## config.mk

```make
export PLATFORM = sky130hd
export DESIGN_NAME = mem_txn_scheduler
export DESIGN_NICKNAME = d
export VERILOG_FILES = /design/src/rtl/mem_txn_scheduler.sv
export SDC_FILE = /design/constraint.sdc
export NUM_CORES = 1
export LEC_CHECK = 0
export ABC_AREA = 0
export BUFFER_PORTS_ARGS = -buffer_cell sky130_fd_sc_hd__buf_2
export CORE_MARGIN = 1
export CORE_UTILIZATION = 35
export DETAILED_ROUTE_END_ITERATION = 12
export HOLD_SLACK_MARGIN = 0.08
export PLACE_DENSITY = 0.54
export SYNTH_ARGS = -nofsm -noshare
export SYNTH_HDL_FRONTEND = slang
export SYNTH_SLANG_ARGS = --single-unit
```

## constraint.sdc

```tcl
create_clock -name clk -period 6.6 [get_ports clk]
set_clock_uncertainty 0.1 [all_clocks]
set_input_delay 0.66 -clock clk [delete_from_list [all_inputs] [get_ports clk]]
set_output_delay 0.66 -clock clk [all_outputs]
set_load 0.005 [all_outputs]
```

## src/rtl/mem_txn_scheduler.sv

```systemverilog
// Transaction scheduler: arbitrates data/fetch ports onto memory_interface TX messages,
// bounds outstanding reads and routes in-order RX responses back to their requester.
module mem_txn_scheduler #(
  parameter int  IO_BITS         = 2,
  parameter int  TX_CMD_BITS     = 2,
  parameter int  PAYLOAD_CYCLES  = 8,
  parameter int  MAX_OUTSTANDING = 2,
  localparam int W               = IO_BITS * PAYLOAD_CYCLES
) (
  input  logic                   clk,
  input  logic                   reset,
  input  logic                   d_valid,
  input  logic                   d_write,
  input  logic [W-1:0]           d_addr,
  input  logic [W-1:0]           d_wdata,
  output logic                   d_ready,
  input  logic                   f_valid,
  input  logic [W-1:0]           f_addr,
  output logic                   f_ready,
  output logic [W-1:0]           rdata,
  output logic                   d_rvalid,
  output logic                   f_rvalid,
  output logic                   rx_error,
  output logic                   tx_command_valid,
  output logic [TX_CMD_BITS-1:0] tx_command,
  input  logic                   tx_command_started,
  output logic [IO_BITS-1:0]     tx_data,
  input  logic                   tx_data_next,
  input  logic                   tx_done,
  input  logic                   rx_data_valid,
  input  logic                   rx_done,
  input  logic [IO_BITS-1:0]     rx_pins
);

  localparam logic [TX_CMD_BITS-1:0] CMD_READ  = TX_CMD_BITS'(0);
  localparam logic [TX_CMD_BITS-1:0] CMD_WADDR = TX_CMD_BITS'(1);
  localparam logic [TX_CMD_BITS-1:0] CMD_WDATA = TX_CMD_BITS'(2);
  localparam logic [2:0]             MAX_OUT_C  = 3'(MAX_OUTSTANDING);
  localparam logic [1:0]             LAST_PTR_C = 2'(MAX_OUTSTANDING - 1);

  typedef enum logic [1:0] {ST_IDLE = 2'd0, ST_ISSUE = 2'd1, ST_SEND = 2'd2} state_e;

  state_e                 state_q, state_d;
  logic                   rr_fetch_last_q, rr_fetch_last_d;
  logic [TX_CMD_BITS-1:0] cmd_q, cmd_d;
  logic                   cmd_valid_q, cmd_valid_d;
  logic [W-1:0]           tx_shift_q, tx_shift_d;
  logic [W-1:0]           wdata_q, wdata_d;
  logic                   req_id_q, req_id_d;
  logic                   req_write_q, req_write_d;
  logic [3:0]             id_fifo_q, id_fifo_d;
  logic [1:0]             wr_ptr_q, wr_ptr_d;
  logic [1:0]             rd_ptr_q, rd_ptr_d;
  logic [2:0]             outstanding_q, outstanding_d;
  logic [W-IO_BITS-1:0]   rx_shift_q, rx_shift_d;
  logic [W-1:0]           rdata_q, rdata_d;
  logic                   d_rvalid_q, d_rvalid_d;
  logic                   f_rvalid_q, f_rvalid_d;
  logic                   rx_error_q, rx_error_d;

  logic         gnt_data, gnt_fetch, push, pop, read_ok, data_elig, fetch_elig;
  logic [W-1:0] rx_word;

  assign read_ok    = (outstanding_q < MAX_OUT_C);
  assign data_elig  = d_valid && (d_write || read_ok);
  assign fetch_elig = f_valid && read_ok;
  assign rx_word    = {rx_pins, rx_shift_q};

  // Next-state logic: arbitration, TX sequencing, ID FIFO and RX assembly.
  always_comb begin
    state_d         = state_q;
    rr_fetch_last_d = rr_fetch_last_q;
    cmd_d           = cmd_q;
    cmd_valid_d     = cmd_valid_q;
    wdata_d         = wdata_q;
    req_id_d        = req_id_q;
    req_write_d     = req_write_q;
    id_fifo_d       = id_fifo_q;
    wr_ptr_d        = wr_ptr_q;
    rd_ptr_d        = rd_ptr_q;
    outstanding_d   = outstanding_q;
    rx_shift_d      = rx_shift_q;
    rdata_d         = rdata_q;
    d_rvalid_d      = 1'b0;
    f_rvalid_d      = 1'b0;
    rx_error_d      = rx_error_q;
    gnt_data        = 1'b0;
    gnt_fetch       = 1'b0;

    if (tx_data_next && (state_q != ST_IDLE)) begin
      tx_shift_d = tx_shift_q >> IO_BITS;
    end else begin
      tx_shift_d = tx_shift_q;
    end

    case (state_q)
      ST_IDLE: begin
        if (data_elig && (!fetch_elig || rr_fetch_last_q)) begin
          gnt_data = 1'b1;
        end else if (fetch_elig) begin
          gnt_fetch = 1'b1;
        end else begin
          gnt_data  = 1'b0;
          gnt_fetch = 1'b0;
        end
        if (gnt_data || gnt_fetch) begin
          state_d         = ST_ISSUE;
          cmd_valid_d     = 1'b1;
          rr_fetch_last_d = gnt_fetch;
          req_id_d        = gnt_fetch;
          req_write_d     = gnt_data && d_write;
          cmd_d           = (gnt_data && d_write) ? CMD_WADDR : CMD_READ;
          tx_shift_d      = gnt_data ? d_addr : f_addr;
          wdata_d         = d_wdata;
        end else begin
          state_d = ST_IDLE;
        end
      end
      ST_ISSUE: begin
        if (tx_command_started) begin
          state_d     = ST_SEND;
          cmd_valid_d = 1'b0;
        end else begin
          state_d = ST_ISSUE;
        end
      end
      ST_SEND: begin
        // The data half of a write follows its address half with no gap for arbitration.
        if (tx_done && (cmd_q == CMD_WADDR)) begin
          state_d     = ST_ISSUE;
          cmd_valid_d = 1'b1;
          cmd_d       = CMD_WDATA;
          tx_shift_d  = wdata_q;
        end else if (tx_done) begin
          state_d = ST_IDLE;
        end else begin
          state_d = ST_SEND;
        end
      end
      default: begin
        state_d     = ST_IDLE;
        cmd_valid_d = 1'b0;
      end
    endcase

    push = (state_q == ST_ISSUE) && tx_command_started && !req_write_q;
    pop  = rx_done && (outstanding_q != 3'd0);

    if (push) begin
      id_fifo_d[wr_ptr_q] = req_id_q;
      wr_ptr_d            = (wr_ptr_q == LAST_PTR_C) ? 2'd0 : wr_ptr_q + 2'd1;
    end else begin
      wr_ptr_d = wr_ptr_q;
    end

    if (rx_data_valid) begin
      rx_shift_d = rx_word[W-1:IO_BITS];
    end else begin
      rx_shift_d = rx_shift_q;
    end

    if (pop) begin
      rdata_d    = rx_word;
      d_rvalid_d = ~id_fifo_q[rd_ptr_q];
      f_rvalid_d = id_fifo_q[rd_ptr_q];
      rd_ptr_d   = (rd_ptr_q == LAST_PTR_C) ? 2'd0 : rd_ptr_q + 2'd1;
    end else if (rx_done) begin
      rx_error_d = 1'b1;
    end else begin
      rd_ptr_d = rd_ptr_q;
    end

    case ({push, pop})
      2'b10:   outstanding_d = outstanding_q + 3'd1;
      2'b01:   outstanding_d = outstanding_q - 3'd1;
      default: outstanding_d = outstanding_q;
    endcase
  end

  // State registers with synchronous reset.
  always_ff @(posedge clk) begin
    if (reset) begin
      state_q         <= ST_IDLE;
      rr_fetch_last_q <= 1'b1;
      cmd_q           <= '0;
      cmd_valid_q     <= 1'b0;
      tx_shift_q      <= '0;
      wdata_q         <= '0;
      req_id_q        <= 1'b0;
      req_write_q     <= 1'b0;
      id_fifo_q       <= 4'd0;
      wr_ptr_q        <= 2'd0;
      rd_ptr_q        <= 2'd0;
      outstanding_q   <= 3'd0;
      rx_shift_q      <= '0;
      rdata_q         <= '0;
      d_rvalid_q      <= 1'b0;
      f_rvalid_q      <= 1'b0;
      rx_error_q      <= 1'b0;
    end else begin
      state_q         <= state_d;
      rr_fetch_last_q <= rr_fetch_last_d;
      cmd_q           <= cmd_d;
      cmd_valid_q     <= cmd_valid_d;
      tx_shift_q      <= tx_shift_d;
      wdata_q         <= wdata_d;
      req_id_q        <= req_id_d;
      req_write_q     <= req_write_d;
      id_fifo_q       <= id_fifo_d;
      wr_ptr_q        <= wr_ptr_d;
      rd_ptr_q        <= rd_ptr_d;
      outstanding_q   <= outstanding_d;
      rx_shift_q      <= rx_shift_d;
      rdata_q         <= rdata_d;
      d_rvalid_q      <= d_rvalid_d;
      f_rvalid_q      <= f_rvalid_d;
      rx_error_q      <= rx_error_d;
    end
  end

  assign d_ready          = gnt_data && !reset;
  assign f_ready          = gnt_fetch && !reset;
  assign tx_command_valid = cmd_valid_q;
  assign tx_command       = cmd_q;
  assign tx_data          = tx_shift_q[IO_BITS-1:0];
  assign rdata            = rdata_q;
  assign d_rvalid         = d_rvalid_q;
  assign f_rvalid         = f_rvalid_q;
  assign rx_error         = rx_error_q;

endmodule

```

==> results.yml, run 1 <==
layout:
  flow.area_growth_from_synthesis_pct: 18.6
  n_antenna_cell: 0
  final_common_cell: "sky130_fd_sc_hd__buf_2"
  fin_nets: 541
  final_cells: 620
  fin_util: 0.428
  final_cell_mix: "85 x sky130_fd_sc_hd__buf_2, 84 x sky130_fd_sc_hd__nand2_1, 84 x sky130_fd_sc_hd__dfxtp_1"
  n_fill_cell: 1056
  multi_input_comb_area_mm2: 0.00188
  final-seq-area_mm2: 0.00168
  design_area_mm2: 0.00444
  drive_above_1_share: 0.279
place:
  numPlacedInstances: 604
  routabilityCongestion: 0.743
  dp_hpwl_mm: 5.81
  place.port_buffers: 85
  detailed_place.area_mm2: 0.00421
setup_path:
  rr_worst_depth: 9
  crit_path_max_incr_delay_ns: 0.47
  regToRegStartpoint: "outstanding_q[2]"
  path_class: "reg -> reg"
  crit_arrival_ns: 2.98
  crit_path_max_fanout: 20
  cp_slowest_cell: "sky130_fd_sc_hd__clkinv_1"
  rrSetupSlack_ns: 3.80
  cp.required_ns: 6.78
  crit_path_cell_trace: "o31ai_2 -> buf_4 -> clkinv_1 -> ha_1 -> inv_1 -> fa_1 -> xor2_1 -> or3_1 -> a21oi_1"
  setup.worst_path.end_class: "flip-flop"
  worst_r2r_endpoint: "outstanding_q[2]"
  critPathLaunchType: "flip-flop"
clock_network:
  cts-buffers-inserted: 9
  tritoncts: "yes"
  cts_max_level: 3
  postCtsResizedCells: 0
  cts-hold-fix-buffers: 0
  cts_buffer_depth: 2
  cts_setup_buffers: 0
  clk_pin_slew_worst_paths_ns: 0.09
  total_clock_sinks: 84
  ctsRootBufferMaster: "sky130_fd_sc_hd__clkbuf_8"
  insertion_delay_ns: 0.36
power_and_ir_drop:
  intPower_w: 0.000933
  p_leak_nw: 1.86
  power.clock.fraction: 0.307
  pwr_density_cell_mw_per_mm2: 309
  switching_fraction_of_total_power: 0.321
  seq_power_share: 0.448
  power.share.combinational: 0.245
  switching_power_w: 0.000440
  worst_ir_drop_vdd_v: 0.000136
global_routing:
  first_global_vias: 2795
  grt_antenna_before_repair: 0
  groute.usage.overall: 0.154
  grt_start_max_net_pins: 88
  total_gr_overflow: 0
  grt_pass1_wl_mm: 13.6
worst_hold_path:
  hold_path.class: "reg -> reg"
  worstHoldEndpoint: "rdata[0]"
  min_from: "rdata[0]"
  min_delay_path_depth: 2
die:
  initial_core_util: 0.361
  floorplan.die.width_um: 105
  floorplan.rows: 37
  core-area_mm2: 0.0104
  num_io_pins: 86
  floorplan.die_area_mm2: 0.0111
  chipHeight_um: 105
sta:
  rsz_0062_raised_after_global_routing: "false"
  slew_violations: 0
  timing.slew.headroom: 0.385
  totalNegativeSetupSlack_ns: 0
  fmaxAchievable_mhz: 357
  final_min_period_over_clock_period: 0.424
  worst_slew_pin_slew_ns: 0.916
  timing_hold_violations_final: 0
  report.final.setup_viol: 0
  period_needed_ns: 2.80
routing:
  post-route-drc-count: 0
  detail_route.wl_per_cell_um: 13.6
  route.vias.total: 2990
  number_of_vias_per_cell_after_detailed_routing: 4.82
  antenna_left: 0
  drt_pass1_iterations: 4
  drt_iter0_drc: 166
  finalWirelength_mm: 8.41
synth:
  yosysWarnings: 0
  synth_area_leaders: "sky130_fd_sc_hd__dfxtp_1 45%, sky130_fd_sc_hd__mux2i_1 8.5%, sky130_fd_sc_hd__nand2_1 8.4%"
  asyncSetResetFlopFracSynth: 0
  post-synth-top-area-fraction: 0.449
  synth_sequential_area_ratio: 0.449
  synth_nets: 473
  leading_area_contributor_after_synthesis: "sky130_fd_sc_hd__dfxtp_1"
  ff_latch_count_synth: 84
  mappedNetlistArea_mm2: 0.00375
  netlist-cell-type-count: 50
  synthesis.instances: 411
  synthesis.area_per_instance_um2: 9.12
  number_of_enable_type_register_cells_in_the_synthesized_netlist: 0
  synth-main-ff-cell: "sky130_fd_sc_hd__dfxtp_1"
run:
  maxCapViolCount: 0
outcome:
  status: "finished, final reports clean"
==> logic make-up after synthesis <==
group,share of synthesized area
simple gates,0.213
flops,0.449
compound gates,0.137
mux,0.134
buf+inv,0.0501
xor+xnor,0.00935
fa+ha+maj,0.00868
==> cell usage after synthesis (3+ instances only) <==
cell	count
sky130_fd_sc_hd__a21oi_1	42
sky130_fd_sc_hd__a31oi_1	4
sky130_fd_sc_hd__buf_2	8
sky130_fd_sc_hd__buf_4	3
sky130_fd_sc_hd__clkbuf_1	17
sky130_fd_sc_hd__dfxtp_1	84
sky130_fd_sc_hd__inv_1	5
sky130_fd_sc_hd__mux2_2	14
sky130_fd_sc_hd__mux2i_1	32
sky130_fd_sc_hd__nand2_1	84
sky130_fd_sc_hd__nand2b_1	5
sky130_fd_sc_hd__nand3b_1	18
sky130_fd_sc_hd__nand4_1	4
sky130_fd_sc_hd__nor2_1	29
sky130_fd_sc_hd__nor3_1	4
sky130_fd_sc_hd__o21ai_0	4
sky130_fd_sc_hd__o221ai_1	7
sky130_fd_sc_hd__o221ai_2	7
sky130_fd_sc_hd__o31ai_1	3
sky130_fd_sc_hd__xor2_1	3
==> power by group through the flow <==
stage	logic, W	clock network (W)	registers, W
6_report	0.000336	0.000421	0.000616
5_1_grt	0.000377	0.000457	0.000625
4_1_cts	0.000342	0.000431	0.000617
3_5_place_dp	0.000341	0	0.000629
3_3_place_gp	0.000335	0	0.000626
2_1_floorplan	0.000278	0	0.000608
==> registers in the layout, indices dropped and copies added (netlist names) <==
name and count:
d_rvalid 1, req_id_q 1, f_rvalid 1, tx_command_valid 1, rdata 16, rr_fetch_last_q 1, wdata_q 16, state_q 2
rx_shift_q 14, wr_ptr_q 2, rd_ptr_q 2, req_write_q 1, tx_command 2, tx_shift_q 16, rx_error 1, id_fifo_q 4
outstanding_q 3
==> metrics by stage <==
stage / hold WS [ns] / total power, W / setup slack (ns)
6_report: 0.359 / 0.00137 / 3.80
2_1_floorplan: 0.331 / 0.000886 / 4.09
4_1_cts: 0.362 / 0.00139 / 3.74
5_1_grt: 0.376 / 0.00146 / 3.56
3_5_place_dp: 0.347 / 0.000970 / 3.59
3_3_place_gp: 0.344 / 0.000961 / 3.68
==> how the worst max path moves through the flow <==
stage               depth (start not counted)  slack (ns)               end              from
floorplan                                   9        4.09  outstanding_q[2]           rx_done
global placement                           10        3.68  outstanding_q[2]           rx_done
detailed placement                         10        3.59  outstanding_q[2]           rx_done
CTS                                         9        3.74  outstanding_q[2]  outstanding_q[2]
global route                                9        3.56  outstanding_q[2]  outstanding_q[2]
finish                                      9        3.80  outstanding_q[2]  outstanding_q[2]
==> metal layers <==
metal | wire [um] | part of all wire | track usage | vias up
met1 | 4400 | 0.52 | 0.218 | 1361
met3 | 362 | 0.043 | 0.0396 | 6
li1 | - | - | - | 1566
met2 | 3570 | 0.42 | 0.224 | 57
met4 | 80 | 0.0095 | 0.0563 | 0
met5 | 0 | 0 | 0 | -
==> layout make-up <==
| type | count | share of cell area |
|---|---|---|
| sequential | 84 | 0.378 |
| tap | 136 | 0.0383 |
| inverter | 6 | 0.00507 |
| timing repair buffer | 89 | 0.103 |
| clock buffer | 9 | 0.0279 |
| multi-input combinational | 289 | 0.424 |
| clock inverter | 7 | 0.0239 |
==> worst max-delay path: cells and delay by family, from the launching register on <==
family	cells	cell delay, ns
AO/OA/AOI/OAI	2	0.42
buffers and inverters	3	0.82
AND/OR/NAND/NOR	1	0.30
flip-flops	1	0.41
adder cells (fa/ha/maj)	2	0.58
XOR/XNOR	1	0.08
No activity file was read; power rests on OpenSTA's default activity.
==> run 2: changes to the inputs <==
- ABC_AREA: 0 -> 1
- PLACE_DENSITY: 0.54 -> 0.56
- clock period: 6.6 -> 2.5 ns (I/O delays scaled with it)
==> run 2 against run 1 <==
Combinational power increased to 3.6 times the previous value. Non-clock buffer count increased by 24. Wire length is 15% higher. Register-to-register slack worse by 3.3 ns. Total power increased to 2.9 times the previous value. Largest cell class is now sequential cells. Synthesized cell count is 34% higher. Die area rose by 1.1%. Cell area grew 5.8%. Sequential power increased to 2.8 times the previous value. Synthesized area is 1.1% higher.
==> results.yml, run 2 <==
global_routing:
  grt_antenna_before_repair: 0
  grt_pass1_wl_mm: 16.0
  total_gr_overflow: 0
  first_global_vias: 3491
  grt_start_max_net_pins: 31
  groute.usage.overall: 0.179
synth:
  yosys-top-cells-count: "109 x sky130_fd_sc_hd__nor2_1, 84 x sky130_fd_sc_hd__dfxtp_1, 83 x sky130_fd_sc_hd__nand2_1, 77 x sky130_fd_sc_hd__inv_1, 62 x sky130_fd_sc_hd__o21ai_0"
  mappedNetlistArea_mm2: 0.00379
  synthesis.area_per_instance_um2: 6.89
  yosysWarnings: 0
  netlist-cell-type-count: 31
  ff_latch_count_synth: 84
  synth_area_leaders: "sky130_fd_sc_hd__dfxtp_1 44%, sky130_fd_sc_hd__nor2_1 11%, sky130_fd_sc_hd__nand2_1 8.2%"
  post-synth-top-area-fraction: 0.444
  synth_nets: 612
  asyncSetResetFlopFracSynth: 0
  leading_area_contributor_after_synthesis: "sky130_fd_sc_hd__dfxtp_1"
  synth_sequential_area_ratio: 0.444
  synthesis.instances: 550
  most_numerous_cell_in_the_yosys_netlist: "sky130_fd_sc_hd__nor2_1"
  number_of_enable_type_register_cells_in_the_synthesized_netlist: 0
  synth-main-ff-cell: "sky130_fd_sc_hd__dfxtp_1"
sta:
  setup_slack_ns: 0.261
  fmaxAchievable_mhz: 447
  final_min_period_over_clock_period: 0.896
  period_needed_ns: 2.24
  rsz_0062_raised_after_global_routing: "false"
  worst_slew_pin_slew_ns: 0.471
  timing_hold_violations_final: 0
  slew_violations: 0
  report.final.setup_viol: 0
  timing.slew.headroom: 0.686
  totalNegativeSetupSlack_ns: 0
setup_path:
  crit_arrival_ns: 1.89
  crit_path_max_incr_delay_ns: 0.36
  crit_top_cell: "sky130_fd_sc_hd__nand3_2"
  worst_r2r_endpoint: "outstanding_q[1]"
  path_class: "reg -> out"
  critPathLaunchType: "flip-flop"
  crit_path_cell_trace: "nor2_2 -> nand3_2 -> nand3_2 -> nand4_1 -> nor2_1 -> buf_2"
  setup.worst_path.end_class: "output port"
  rrSetupSlack_ns: 0.48
  rr_worst_depth: 10
  cp_slowest_cell: "sky130_fd_sc_hd__dfxtp_1"
  cp.required_ns: 2.15
  regToRegStartpoint: "outstanding_q[2]"
  timing.critical_path.depth: 6
  setup.worst_path.start: "outstanding_q[2]"
  crit_path_max_fanout: 19
  setup.worst_path.end: "f_ready"
  timing.critical_path.max_delay_family: "simple AND/OR/NAND/NOR gates"
  path_buf_inv: 1
place:
  dp_hpwl_mm: 6.39
  preCtsSetupSlack_ns: 0.496
  routabilityCongestion: 0.739
  place.port_buffers: 85
layout:
  n_antenna_cell: 0
  flow.area_growth_from_synthesis_pct: 24.1
  final_cell_mix: "109 x sky130_fd_sc_hd__nor2_1, 85 x sky130_fd_sc_hd__buf_2, 84 x sky130_fd_sc_hd__dfxtp_1"
  final_common_cell: "sky130_fd_sc_hd__nor2_1"
  drive_above_1_share: 0.183
  fin_nets: 708
  final-seq-area_mm2: 0.00168
  multi_input_comb_area_mm2: 0.00167
  n_fill_cell: 1104
outcome:
  status: "finished, final reports clean"
die:
  num_io_pins: 86
  chipHeight_um: 106
  core-area_mm2: 0.0104
  floorplan.die_area_mm2: 0.0112
  floorplan.die.width_um: 106
  floorplan.rows: 37
  initial_core_util: 0.364
clock_network:
  total_clock_sinks: 84
  clk_pin_slew_worst_paths_ns: 0.09
  cts_max_level: 3
  tritoncts: "yes"
  insertion_delay_ns: 0.36
  ctsRootBufferMaster: "sky130_fd_sc_hd__clkbuf_8"
  cts_buffer_depth: 2
  cts-buffers-inserted: 9
  postCtsResizedCells: 0
routing:
  drt_iter0_drc: 177
  route.vias.total: 3704
  detail_route.wl_per_cell_um: 12.3
  drt_pass1_iterations: 4
  antenna_left: 0
  post-route-drc-count: 0
  number_of_vias_per_cell_after_detailed_routing: 4.71
  finalWirelength_mm: 9.67
power_and_ir_drop:
  pwr_density_cell_mw_per_mm2: 841
  worst_ir_drop_vdd_v: 0.000323
  p_leak_nw: 2.32
worst_hold_path:
  hold_path.class: "in -> reg"
run:
  maxCapViolCount: 0
run 2: layout make-up:
| type | instances | share of cell area |
|---|---|---|
| Sequential cell | 84 | 0.358 |
| Multi-Input combinational cell | 359 | 0.355 |
| Timing Repair Buffer | 113 | 0.145 |
| Inverter | 79 | 0.0631 |
| Tap cell | 136 | 0.0362 |
| Clock buffer | 12 | 0.0330 |
| Clock inverter | 4 | 0.0101 |
run 2: logic make-up (layout without fill, tap and decap cells):
family | Yosys count | in the layout | synth area share
AO/OA/AOI/OAI | 93 | 93 | 0.131
adder cells (fa/ha/maj) | 2 | 2 | 0.00859
buffers and inverters | 107 | 208 | 0.116
flip-flops | 84 | 84 | 0.444
AND/OR/NAND/NOR | 264 | 264 | 0.301
run 2: per-layer routing:
layer / wire, um / vias to the layer above / track usage
met5: 0 / - / 0
met4: 242 / 0 / 0.0833
met3: 456 / 17 / 0.0313
met2: 4310 / 88 / 0.301
met1: 4660 / 1670 / 0.223
li1: - / 1929 / -
run 2: worst min path at each step:
stage | endpoint | slack (ns) | start | cells past startpoint
after floorplan | tx_command[0] | 0.22 | reset | 1
after global placement | rx_error | 0.34 | rx_error | 2
after detailed placement | rx_error | 0.34 | rx_error | 2
after CTS | rx_error | 0.09 | rx_done | 3
after global routing | rx_error | 0.1 | rx_done | 3
final | rx_error | 0.1 | rx_done | 3
run 2: power breakdown:
group / total [W] / internal (W) / leakage (nW) / switching (W)
combinational: 0.00121 / 0.000462 / 1.53 / 0.000746
clock: 0.000999 / 0.000514 / 0.102 / 0.000485
sequential: 0.00175 / 0.00160 / 0.691 / 0.000142
total: 0.00395 / 0.00258 / 2.32 / 0.00137
run 2: through the flow:
step                area [um2]  utilization  total power [W]  hold slack (ns)  cells
floorplan                 3790            -          0.00260            0.219    550
global placement          4310        0.414          0.00295            0.335    752
detailed placement        4310        0.414          0.00297            0.336    752
CTS                       4700        0.451          0.00400           0.0947    787
global route              4700        0.451          0.00424           0.0967    787
finish                    4700        0.451          0.00395           0.0987    787
run 2: worst register-to-register path: cells and delay by family, from the launching register on:
| family | cells | cell delay (ns) |
|---|---|---|
| AOI/OAI and AO/OA | 2 | 0.23 |
| adders and majority gates | 2 | 0.60 |
| buffers and inverters | 3 | 0.28 |
| DFF | 1 | 0.36 |
| and+or+nand+nor | 3 | 0.42 |
run 2: timing repair:
item,CTS,global route
endpoints found under the hold margin,21,0
buffers inserted,0,0
hold buffers,19,0
